**src/rtl/adder_arb_pkg.sv**
```systemverilog
// adder_arb_pkg: shared types, limits and helpers for the shared-adder arbiter
package adder_arb_pkg;

   typedef enum logic [1:0] {
      IDLE = 2'd0,
      EXEC = 2'd1,
      RESP = 2'd2
   } state_t;

   // Widest one-hot grant vector the arbiter is built for
   localparam int MAX_REQ = 8;

   function automatic int clog2(input int n);
      int r;
      r = 0;
      while ((1 << r) < n) r++;
      return r;
   endfunction

endpackage

```
**src/rtl/adder_share_arb_rr_arbiter.sv**
```systemverilog
// rr_arbiter: combinational round-robin arbiter, one-hot grant plus index, searched from ptr upward with wrap
module rr_arbiter #(
   parameter int N  = 4,
   parameter int IW = 2
) (
   input  logic [N-1:0]  req_i,
   input  logic [IW-1:0] ptr_i,
   input  logic          en_i,
   output logic [N-1:0]  gnt_o,
   output logic [IW-1:0] idx_o,
   output logic          found_o
);

   // Scan from the farthest candidate back to ptr so the nearest valid requester is written last and wins
   always_comb begin
      gnt_o   = '0;
      idx_o   = '0;
      found_o = 1'b0;
      for (int k = N - 1; k >= 0; k--) begin
         if (en_i && req_i[(int'(ptr_i) + k) % N]) begin
            found_o = 1'b1;
            idx_o   = IW'((int'(ptr_i) + k) % N);
         end
      end
      if (found_o) gnt_o[idx_o] = 1'b1;
   end

endmodule

```
**src/rtl/adder_share_arb.sv**
```systemverilog
// adder_share_arb: round-robin sharing of one external adder among NUM_REQ requesters; optional carry-chain lock via ADDER_ARB_LOCK_EN
module adder_share_arb
   import adder_arb_pkg::*;
#(
   parameter int NUM_REQ    = 4,
   parameter int DATA_WIDTH = 64,
   parameter int ID_W       = clog2(NUM_REQ)
) (
   input  logic                          sys_clk,
   input  logic                          sys_rst_n,
   input  logic [NUM_REQ-1:0]            req_valid,
   output logic [NUM_REQ-1:0]            req_ready,
   input  logic [NUM_REQ*DATA_WIDTH-1:0] req_a,
   input  logic [NUM_REQ*DATA_WIDTH-1:0] req_b,
   input  logic [NUM_REQ-1:0]            req_ci,
`ifdef ADDER_ARB_LOCK_EN
   input  logic [NUM_REQ-1:0]            req_lock,
`endif
   output logic [DATA_WIDTH-1:0]         add_a,
   output logic [DATA_WIDTH-1:0]         add_b,
   output logic                          add_ci,
   input  logic [DATA_WIDTH-1:0]         add_s,
   input  logic                          add_co,
   output logic                          rsp_valid,
   input  logic                          rsp_ready,
   output logic [ID_W-1:0]               rsp_id,
   output logic [DATA_WIDTH-1:0]         rsp_sum,
   output logic                          rsp_co
);

   if (NUM_REQ < 2 || NUM_REQ > MAX_REQ || ID_W != clog2(NUM_REQ)) begin : g_bad_cfg
      $error("adder_share_arb: unsupported NUM_REQ/ID_W combination");
   end

   state_t                state_q, state_d;
   logic [ID_W-1:0]       rr_ptr_q, rr_ptr_d;
   logic [ID_W-1:0]       id_q, id_d;
   logic [ID_W-1:0]       gnt_idx;
   logic [NUM_REQ-1:0]    arb_req, gnt;
   logic                  found, accept, rsp_done, lock_act;
   logic [DATA_WIDTH-1:0] add_a_q, add_a_d, add_b_q, add_b_d;
   logic [DATA_WIDTH-1:0] rsp_sum_q, rsp_sum_d;
   logic                  add_ci_q, add_ci_d;
   logic                  rsp_co_q, rsp_co_d;
   logic                  rsp_valid_q, rsp_valid_d;

`ifdef ADDER_ARB_LOCK_EN
   logic lock_q, lock_d;

   // While locked only the previous owner may be granted; everyone else is masked off
   assign lock_act = lock_q;
   assign arb_req  = lock_q ? (req_valid & (NUM_REQ'(1) << id_q)) : req_valid;

   // Lock follows the req_lock bit of every accepted request
   always_comb begin
      lock_d = lock_q;
      if (accept) lock_d = req_lock[gnt_idx];
   end

   // Lock register
   always_ff @(posedge sys_clk or negedge sys_rst_n) begin
      if (!sys_rst_n) lock_q <= 1'b0;
      else            lock_q <= lock_d;
   end
`else
   assign lock_act = 1'b0;
   assign arb_req  = req_valid;
`endif

   // Grant only in IDLE and never while reset is asserted
   rr_arbiter #(
      .N  (NUM_REQ),
      .IW (ID_W)
   ) u_rr_arbiter (
      .req_i   (arb_req),
      .ptr_i   (rr_ptr_q),
      .en_i    ((state_q == IDLE) && sys_rst_n),
      .gnt_o   (gnt),
      .idx_o   (gnt_idx),
      .found_o (found)
   );

   // The grant is only ever raised for a valid requester, so a found grant is the handshake
   assign accept   = found;
   assign rsp_done = (state_q == RESP) && rsp_ready;

   // FSM state register
   always_ff @(posedge sys_clk or negedge sys_rst_n) begin
      if (!sys_rst_n) state_q <= IDLE;
      else            state_q <= state_d;
   end

   // FSM next state: one accept, one settle cycle, then wait for the consumer
   always_comb begin
      state_d = state_q;
      unique case (state_q)
         IDLE:    if (accept) state_d = EXEC;
         EXEC:    state_d = RESP;
         RESP:    if (rsp_ready) state_d = IDLE;
         default: state_d = IDLE;
      endcase
   end

   // FSM outputs: grant straight from the arbiter, everything else from registers
   always_comb begin
      req_ready = gnt;
      add_a     = add_a_q;
      add_b     = add_b_q;
      add_ci    = add_ci_q;
      rsp_valid = rsp_valid_q;
      rsp_id    = id_q;
      rsp_sum   = rsp_sum_q;
      rsp_co    = rsp_co_q;
   end

   // Datapath next state: capture operands on accept, sample the adder in EXEC, free the slot on response
   always_comb begin
      add_a_d     = add_a_q;
      add_b_d     = add_b_q;
      add_ci_d    = add_ci_q;
      id_d        = id_q;
      rsp_sum_d   = rsp_sum_q;
      rsp_co_d    = rsp_co_q;
      rsp_valid_d = rsp_valid_q;
      rr_ptr_d    = rr_ptr_q;
      if (accept) begin
         add_a_d  = req_a[int'(gnt_idx)*DATA_WIDTH +: DATA_WIDTH];
         add_b_d  = req_b[int'(gnt_idx)*DATA_WIDTH +: DATA_WIDTH];
         add_ci_d = lock_act ? rsp_co_q : req_ci[gnt_idx];
         id_d     = gnt_idx;
      end
      if (state_q == EXEC) begin
         rsp_sum_d   = add_s;
         rsp_co_d    = add_co;
         rsp_valid_d = 1'b1;
      end
      if (rsp_done) begin
         rsp_valid_d = 1'b0;
         rr_ptr_d    = (id_q == ID_W'(NUM_REQ - 1)) ? '0 : id_q + 1'b1;
      end
   end

   // Datapath registers, all cleared by reset
   always_ff @(posedge sys_clk or negedge sys_rst_n) begin
      if (!sys_rst_n) begin
         add_a_q     <= '0;
         add_b_q     <= '0;
         add_ci_q    <= 1'b0;
         id_q        <= '0;
         rsp_sum_q   <= '0;
         rsp_co_q    <= 1'b0;
         rsp_valid_q <= 1'b0;
         rr_ptr_q    <= '0;
      end else begin
         add_a_q     <= add_a_d;
         add_b_q     <= add_b_d;
         add_ci_q    <= add_ci_d;
         id_q        <= id_d;
         rsp_sum_q   <= rsp_sum_d;
         rsp_co_q    <= rsp_co_d;
         rsp_valid_q <= rsp_valid_d;
         rr_ptr_q    <= rr_ptr_d;
      end
   end

endmodule

```
**config.mk**
```make
export PLATFORM = sky130hd
export DESIGN_NAME = adder_share_arb
export DESIGN_NICKNAME = d
export VERILOG_FILES = /design/src/rtl/adder_arb_pkg.sv /design/src/rtl/adder_share_arb_rr_arbiter.sv /design/src/rtl/adder_share_arb.sv
export SDC_FILE = /design/constraint.sdc
export NUM_CORES = 1
export LEC_CHECK = 0
export BUFFER_PORTS_ARGS = -buffer_cell sky130_fd_sc_hd__buf_2
export CAP_MARGIN = 20
export CORE_AREA = 4 4 302 304
export DETAILED_ROUTE_END_ITERATION = 8
export DIE_AREA = 0 0 306 308
export GPL_ROUTABILITY_DRIVEN = 0
export HOLD_SLACK_MARGIN = 0.03
export SLEW_MARGIN = 10
export SYNTH_ARGS = -nofsm -noshare
export SYNTH_HDL_FRONTEND = slang
export SYNTH_SLANG_ARGS = --single-unit
```
**constraint.sdc**
```tcl
create_clock -name sys_clk -period 3.5 [get_ports sys_clk]
set_input_delay 0.35 -clock sys_clk [delete_from_list [all_inputs] [get_ports sys_clk]]
set_output_delay 0.35 -clock sys_clk [all_outputs]
set_load 0.1 [all_outputs]
```
# Word-level counts from Yosys, hierarchy flattened
# Cells that the tools add are included.
dict set report word_totals {
  reg_bits 201
  in_bits 588
  output_inout_bits 201
  wordCells 72
}
dict set report classes {
  add_sub_neg 4
  order_cmp 6
  n_eq_ne 5
  shift 2
  mux 30
  bitwise 3
  n_reduce_logical 13
}
# op count
set ops {}
lappend ops {{$shiftx 256x9->64} 2}
lappend ops {{$mux 1} 15}
lappend ops {{$mux 2} 7}
lappend ops {{$lt 3x4->1 const B} 3}
lappend ops {{$bmux 1 s2} 5}
lappend ops {{$logic_and 1x1->1} 7}
lappend ops {{$lt 2x3->1 const B} 2}
lappend ops {{$pmux 2 s3} 1}
lappend ops {{$reduce_or 2->1} 3}
lappend ops {{$add 2x1->2 const B} 2}
lappend ops {{$add 2x2->2 const B} 2}
lappend ops {{$eq 2x2->1 const B} 2}
lappend ops {{$mux 4} 1}
lappend ops {{$ne 2x2->1 const B} 2}
lappend ops {{$and 1x1->1 const A} 3}
lappend ops {{$demux 1 s2} 1}
lappend ops {{$eq 2x1->1 const B} 1}
lappend ops {{$ge 2x1->1 const B} 1}
lappend ops {{$logic_not 2->1} 1}
lappend ops {{$reduce_and 2->1} 1}
lappend ops {{$reduce_bool 2->1} 1}

# Longest topological paths before layout
dict set report logic_depth {
  ltp_word 16
  ltp_mapped 8
  depth_no_buf 5
}

# Modules after synthesis
# A second synthesis with hierarchy kept.
dict set report unflattened {
  hier_cells 909
  area_unflattened_um2 11302.1
}
# mod instances cells_each area_per_inst_um2 seq_area_each_um2
set by_module_without_submodules {}
lappend by_module_without_submodules {adder_share_arb 1 880 11108.2 5029.8}
lappend by_module_without_submodules {rr_arbiter 1 29 193.9 0.0}

# Worst setup path after synthesis
# No wires, ideal clock.
dict set report synth_path {
  path_kind {reg2out}
  start {reg state_q[1]}
  end {out req_ready[0]}
  arrival_ns 2.825
  required_time_ns 3.150
  slack_ns 0.325
  path_stages_with_launch 8
  path_buffers 2
  path_cell_list {dfrtp_1 -> nor3b_1 -> o41ai_2 -> inv_2 -> buf_2 -> clkbuf_1 -> nand2_1 -> nor2_1}
}
dict set report synth_via {
  elab_chain_len 12
  word_cells_on_any_way 20
  classes_between {2 x order compare; 11 x mux; 7 x reduce/logical}
}
# item line_no
set synth_rtl {}
lappend synth_rtl {{start: declaration} adder_share_arb.sv:35} ;# state_t state_q, state_d;
lappend synth_rtl {{start signal: assignment} adder_share_arb.sv:90} ;# else state_q <= state_d;
lappend synth_rtl {{$logic_not 2->1 (*)} adder_share_arb.sv:77} ;# .en_i ((state_q == IDLE) && sys_rst_n),
lappend synth_rtl {{$logic_and 1x1->1 (*)} adder_share_arb.sv:77}
lappend synth_rtl {{$logic_and 1x1->1} adder_share_arb_rr_arbiter.sv:20} ;# if (en_i && req_i[(int'(ptr_i) + k) % N]) begin
lappend synth_rtl {{$mux 2 (4 in series)} adder_share_arb_rr_arbiter.sv:20}
lappend synth_rtl {{$lt 2x3->1 (implied by the code) / $ge 2x1->1 (equally long branches)} adder_share_arb_rr_arbiter.sv:25} ;# if (found_o) gnt_o[idx_o] = 1'b1;
lappend synth_rtl {{$logic_and 1x1->1 (implied by the code)} adder_share_arb_rr_arbiter.sv:25}
lappend synth_rtl {{$mux 1 (implied by the code)} adder_share_arb_rr_arbiter.sv:25}
lappend synth_rtl {{$demux 1 s2} --}
lappend synth_rtl {{$mux 4 (*)} adder_share_arb_rr_arbiter.sv:25}
lappend synth_rtl {{end: declaration} adder_share_arb.sv:12} ;# output logic [NUM_REQ-1:0] req_ready,
# Every way passes the cells marked *; elsewhere a longest branch is shown, timed or not.

# Worst setup path after layout
dict set report layout_path {
  start {reg rr_ptr_q[0]}
  end {reg add_b_q[38], in the netlist add_b[38]}
}
dict set report layout_via {
  elab_chain_len 10
  word_cells_on_any_way 27
  classes_between {3 x add/sub; 1 x shift; 19 x mux; 4 x reduce/logical}
}
# item line_no
set layout_rtl {}
lappend layout_rtl {{start: declaration} adder_share_arb.sv:36} ;# logic [ID_W-1:0] rr_ptr_q, rr_ptr_d;
lappend layout_rtl {{start signal: assignment} adder_share_arb.sv:162} ;# rr_ptr_q <= rr_ptr_d;
lappend layout_rtl {{$add 2x2->2} {adder_share_arb_rr_arbiter.sv:20, adder_share_arb_rr_arbiter.sv:22}}
lappend layout_rtl {{$bmux 1 s2} adder_share_arb_rr_arbiter.sv:20}
lappend layout_rtl {{$mux 1 (implied by the code) (2 in series)} adder_share_arb_rr_arbiter.sv:20}
lappend layout_rtl {{$logic_and 1x1->1} adder_share_arb_rr_arbiter.sv:20}
lappend layout_rtl {{$mux 2 (4 in series)} adder_share_arb_rr_arbiter.sv:20}
lappend layout_rtl {{$shiftx 256x9->64} adder_share_arb.sv:128} ;# add_b_d = req_b[int'(gnt_idx)*DATA_WIDTH +: DATA_WIDTH];
lappend layout_rtl {{end signal: assignment} adder_share_arb.sv:147} ;# add_b_q <= '0;
lappend layout_rtl {{end signal: assignment} adder_share_arb.sv:156} ;# add_b_q <= add_b_d;
lappend layout_rtl {{end: declaration} adder_share_arb.sv:41} ;# logic [DATA_WIDTH-1:0] add_a_q, add_a_d, add_b_q, add_b_d;
# Several ways; a longest one is shown, not always the timed one. The select of a mux whose other input is x is not followed.
# A chain may end at the register's enable or synchronous reset.

==> metrics <==
outcome=finished, final reports clean; initial core utilization=0.135; CTS H-tree lvls=1; GRT Overall Usage=0.122; time the worst path needs with I/O delays and setup=between 3 and 4 ns; routed len/inst=between 15 and 20 um; portion of the post-synthesis area used by sequential elements=0.422; clock latency on the worst-skew pair=~0.59 ns; pin count of the biggest net entering global routing=130; Fin Clk Skew=0.0353 ns; total number of placement rows=around 110; maximum root-to-sink buffer count=3; vias in the first global route=between 10000 and 15000; Primary FF master, synth=dfrtp_1; die area=roughly 0.094 sq mm; layout cell share with drive strength beyond 1=0.526; Reg2Reg Depth=8; source of the worst register-to-register timing path=rr_ptr_q[0]$_DFFE_PN0P_; required time worst endpoint=3.98 ns; pwr/cell area=1130 mW/mm^2; most used standard cell by instance count after synthesis=dfrtp_1; global-route wire length before repair=88300 um; Area contributors post-synth=dfrtp_1, mux2i_1, a221oi_2; number of DRC violations after detailed-routing iteration 0=1059; Synth top area share=0.422; Inserted Clock Buffers=26; combined area of the multi-input logic cells=0.00636 sq mm; setup repair after global routing missed its margin=false; maximum achievable frequency=about 310 MHz; Final Max Slew Viols=0; summed instance area of the synthesized netlist=around 0.012 sq mm; r2r endpoint=add_b[38]$_DFFE_PN0P_; Hold Crit Start=req_a[216]; TritonCTS clock tree=built; Setup WS post-layout=a little under 0.3 ns; CTS sink count=roughly 200; R2R Setup Slk=about 0.29 ns; fraction of power spent switching nets=0.608; total number of nets in the final design=2509; final-layout setup total negative slack=0 ns; hold worst-path end=add_a[24]$_DFFE_PN0P_; launch point of the worst path=rr_ptr_q[0]$_DFFE_PN0P_; DRC violation count after routing=0; post-synthesis net count=1657; worst-case headroom to the max-slew limit=0.333; Hold/Removal Path Class=in -> reg; Antenna Nets Post-Route=0; number of enable-type register cells in the synthesized netlist=0; Max Cap Viol=0; boundary pin count=between 700 and 800; number of synthesis warnings=0; buffer count from post-CTS setup fixing=0; critical path, cell by cell=nor2b_1, a2111oi_4, nor2_4, buf_12, mux2i_1, dlygate4sd3_1, o22ai_1, dlygate4sd3_1; maximum VDD drop=between 0.7 and 0.8 mV; worst hold stages=3; Critical Path Start Type=flip-flop; Mapped Avg Cell Area=approximately 11 sq um; register bit count reported by yosys=about 200; critical path fanouts, max=approximately 50; post-route fraction of the period consumed by the critical path=0.917; count of buffer and inverter cells on the critical path=3; portion of total power attributed to sequential cells=0.192; vias after detailed routing=between 10000 and 15000; buffer cell driving the clock tree root=clkbuf_16; sort of element at the end of the critical path=flip-flop; Commonest cells post-synth=dfrtp_1, nor3b_1, o21ai_0, o22ai_1, mux2i_1; share of flip-flops with an asynchronous set or reset=1.00; Horiz. Die Dim=306 um; layout overhead on the synthesized area=62.8%; Psw=between 10000 and 15000 uW; combinational share of power=0.681; hpwl dp=around 48000 um; number of hold-repair buffers added at the cts stage=121; Die Ht=just over 300 um; clock slew seen by the registers of the worst setup and hold paths=about 0.06 ns; total grt overflow=0; antenna violations before repair=22; total wire length=between 60000 and 70000 um; First-pass DRT Iterations=7; minimum setup slack after placement=a little under 0.9 ns; Largest delay share family, worst path=buffers and inverters; static leakage=between 0.009 and 0.01 uW; internal power=between 8000 and 9000 uW; CORE AREA=0.0882 sq mm; quantity of gates resized following cts=0; arrival time of data at the critical path endpoint=between 3 and 4 ns; layout filler cell count=between 9000 and 10000; proportion of power drawn by the clock network=0.127; detailed-route vias per instance=about 4.2; crit-path max cell delay=0.61 ns; cell count after synthesis=roughly 1100; final hold violations=0; IO Port Bufs=788; number of distinct standard cells referenced by the synthesized netlist=30; crit path max-delay cell type=a2111oi_4; library cell appearing most often on the critical path=dlygate4sd3_1; leading area contributor after synthesis=dfrtp_1; final-report setup violation count=0; worst setup path category=reg -> reg; worst slew pin tran=1.00 ns; sequential cell area=a little over 0.005 sq mm
-- cell type report --
type                       count  area share
tap                         1165      0.0751
antenna                        6    0.000774
sequential                   201       0.259
inverter                       4    0.000903
clock buffer                  32      0.0352
timing repair buffer         944       0.292
multi-input combinational    743       0.328
clock inverter                14     0.00928
-- per-layer routing --
| metal | share of wire | up-vias | track usage |
|---|---|---|---|
| li1 | - | 5986 | - |
| met5 | 0.0012 | - | 0 |
| met3 | 0.099 | 124 | 0.0445 |
| met4 | 0.046 | 14 | 0.0518 |
| met1 | 0.38 | 6289 | 0.141 |
| met2 | 0.48 | 701 | 0.204 |
-- registers in the layout, indices dropped and copies added, names as in the netlist --
register   cells
rr_ptr_q       2
add_a         64
rsp_valid      1
state_q        2
add_b         64
rsp_co         1
rsp_id         2
add_ci         1
rsp_sum       64
-- worst reg2reg max path, delay by kind of cell, from the launching register on --
kind | cells | cell delay [ns]
buffers and inverters | 3 | 1.36
AOI/OAI and AO/OA | 2 | 0.68
DFF | 1 | 0.43
muxes | 1 | 0.37
and+or+nand+nor | 2 | 0.26
-- logic make-up after synthesis --
| family | after synthesis | share of synthesized area |
|---|---|---|
| buf+inv | 124 | 0.0485 |
| fa+ha+maj | 1 | 0.00105 |
| mux | 195 | 0.171 |
| compound gates | 398 | 0.268 |
| flops | 201 | 0.422 |
| simple gates | 149 | 0.0895 |
-- through the flow --
stage / area [sq um] / total power, uW / util / hold WS [ns] / instances
detailed placement: 17300 / 19000 / 0.196 / 0.224 / 2936
finish: 19400 / 21900 / 0.220 / 0.0757 / 3109
floorplan: 11900 / 15800 / - / 0.0544 / 1068
CTS: 19400 / 22100 / 0.220 / 0.0302 / 3103
global route: 19400 / 22900 / 0.220 / 0.0396 / 3106
global placement: 17300 / 18900 / 0.196 / 0.229 / 2936
-- how the worst max path moves through the flow --
| stage | slack (ns) | to | cells past startpoint |
|---|---|---|---|
| 3_5_place_dp | 0.87 | add_b[13]$_DFFE_PN0P_ | 7 |
| 6_report | 0.29 | add_b[38]$_DFFE_PN0P_ | 8 |
| 4_1_cts | 0.39 | add_b[38]$_DFFE_PN0P_ | 8 |
| 2_1_floorplan | 0.33 | req_ready[0] | 7 |
| 5_1_grt | 0.20 | add_b[38]$_DFFE_PN0P_ | 8 |
| 3_3_place_gp | 0.91 | add_b[13]$_DFFE_PN0P_ | 7 |
-- power groups by stage --
| stage | Combinational [uW] | Clock (uW) | Sequential, uW |
|---|---|---|---|
| CTS | 15000 | 2890 | 4200 |
| finish | 15000 | 2780 | 4210 |
| global route | 15600 | 2970 | 4340 |
| floorplan | 4430 | 0 | 11400 |
| detailed placement | 14800 | 0 | 4220 |
| global placement | 14700 | 0 | 4180 |
-- cells in the final DEF, fill, tap and decap left out, types with 2 or more instances in the layout --
| master | instances |
|---|---|
| o21ai_0 | 130 |
| mux2_2 | 66 |
| nor2b_1 | 2 |
| inv_1 | 2 |
| a221oi_1 | 49 |
| diode_2 | 6 |
| dfrtp_1 | 201 |
| buf_2 | 783 |
| nor2_1 | 7 |
| buf_12 | 18 |
| mux2i_1 | 129 |
| nand2_1 | 4 |
| nor3b_1 | 131 |
| bufinv_16 | 3 |
| o22ai_1 | 130 |
| buf_4 | 21 |
| clkinv_4 | 2 |
| dlygate4sd3_1 | 121 |
| a221oi_2 | 80 |
| clkinv_2 | 7 |
| clkbuf_1 | 5 |
| clkbuf_16 | 26 |
| a21oi_1 | 2 |
(Power assumes the default switching activity.)
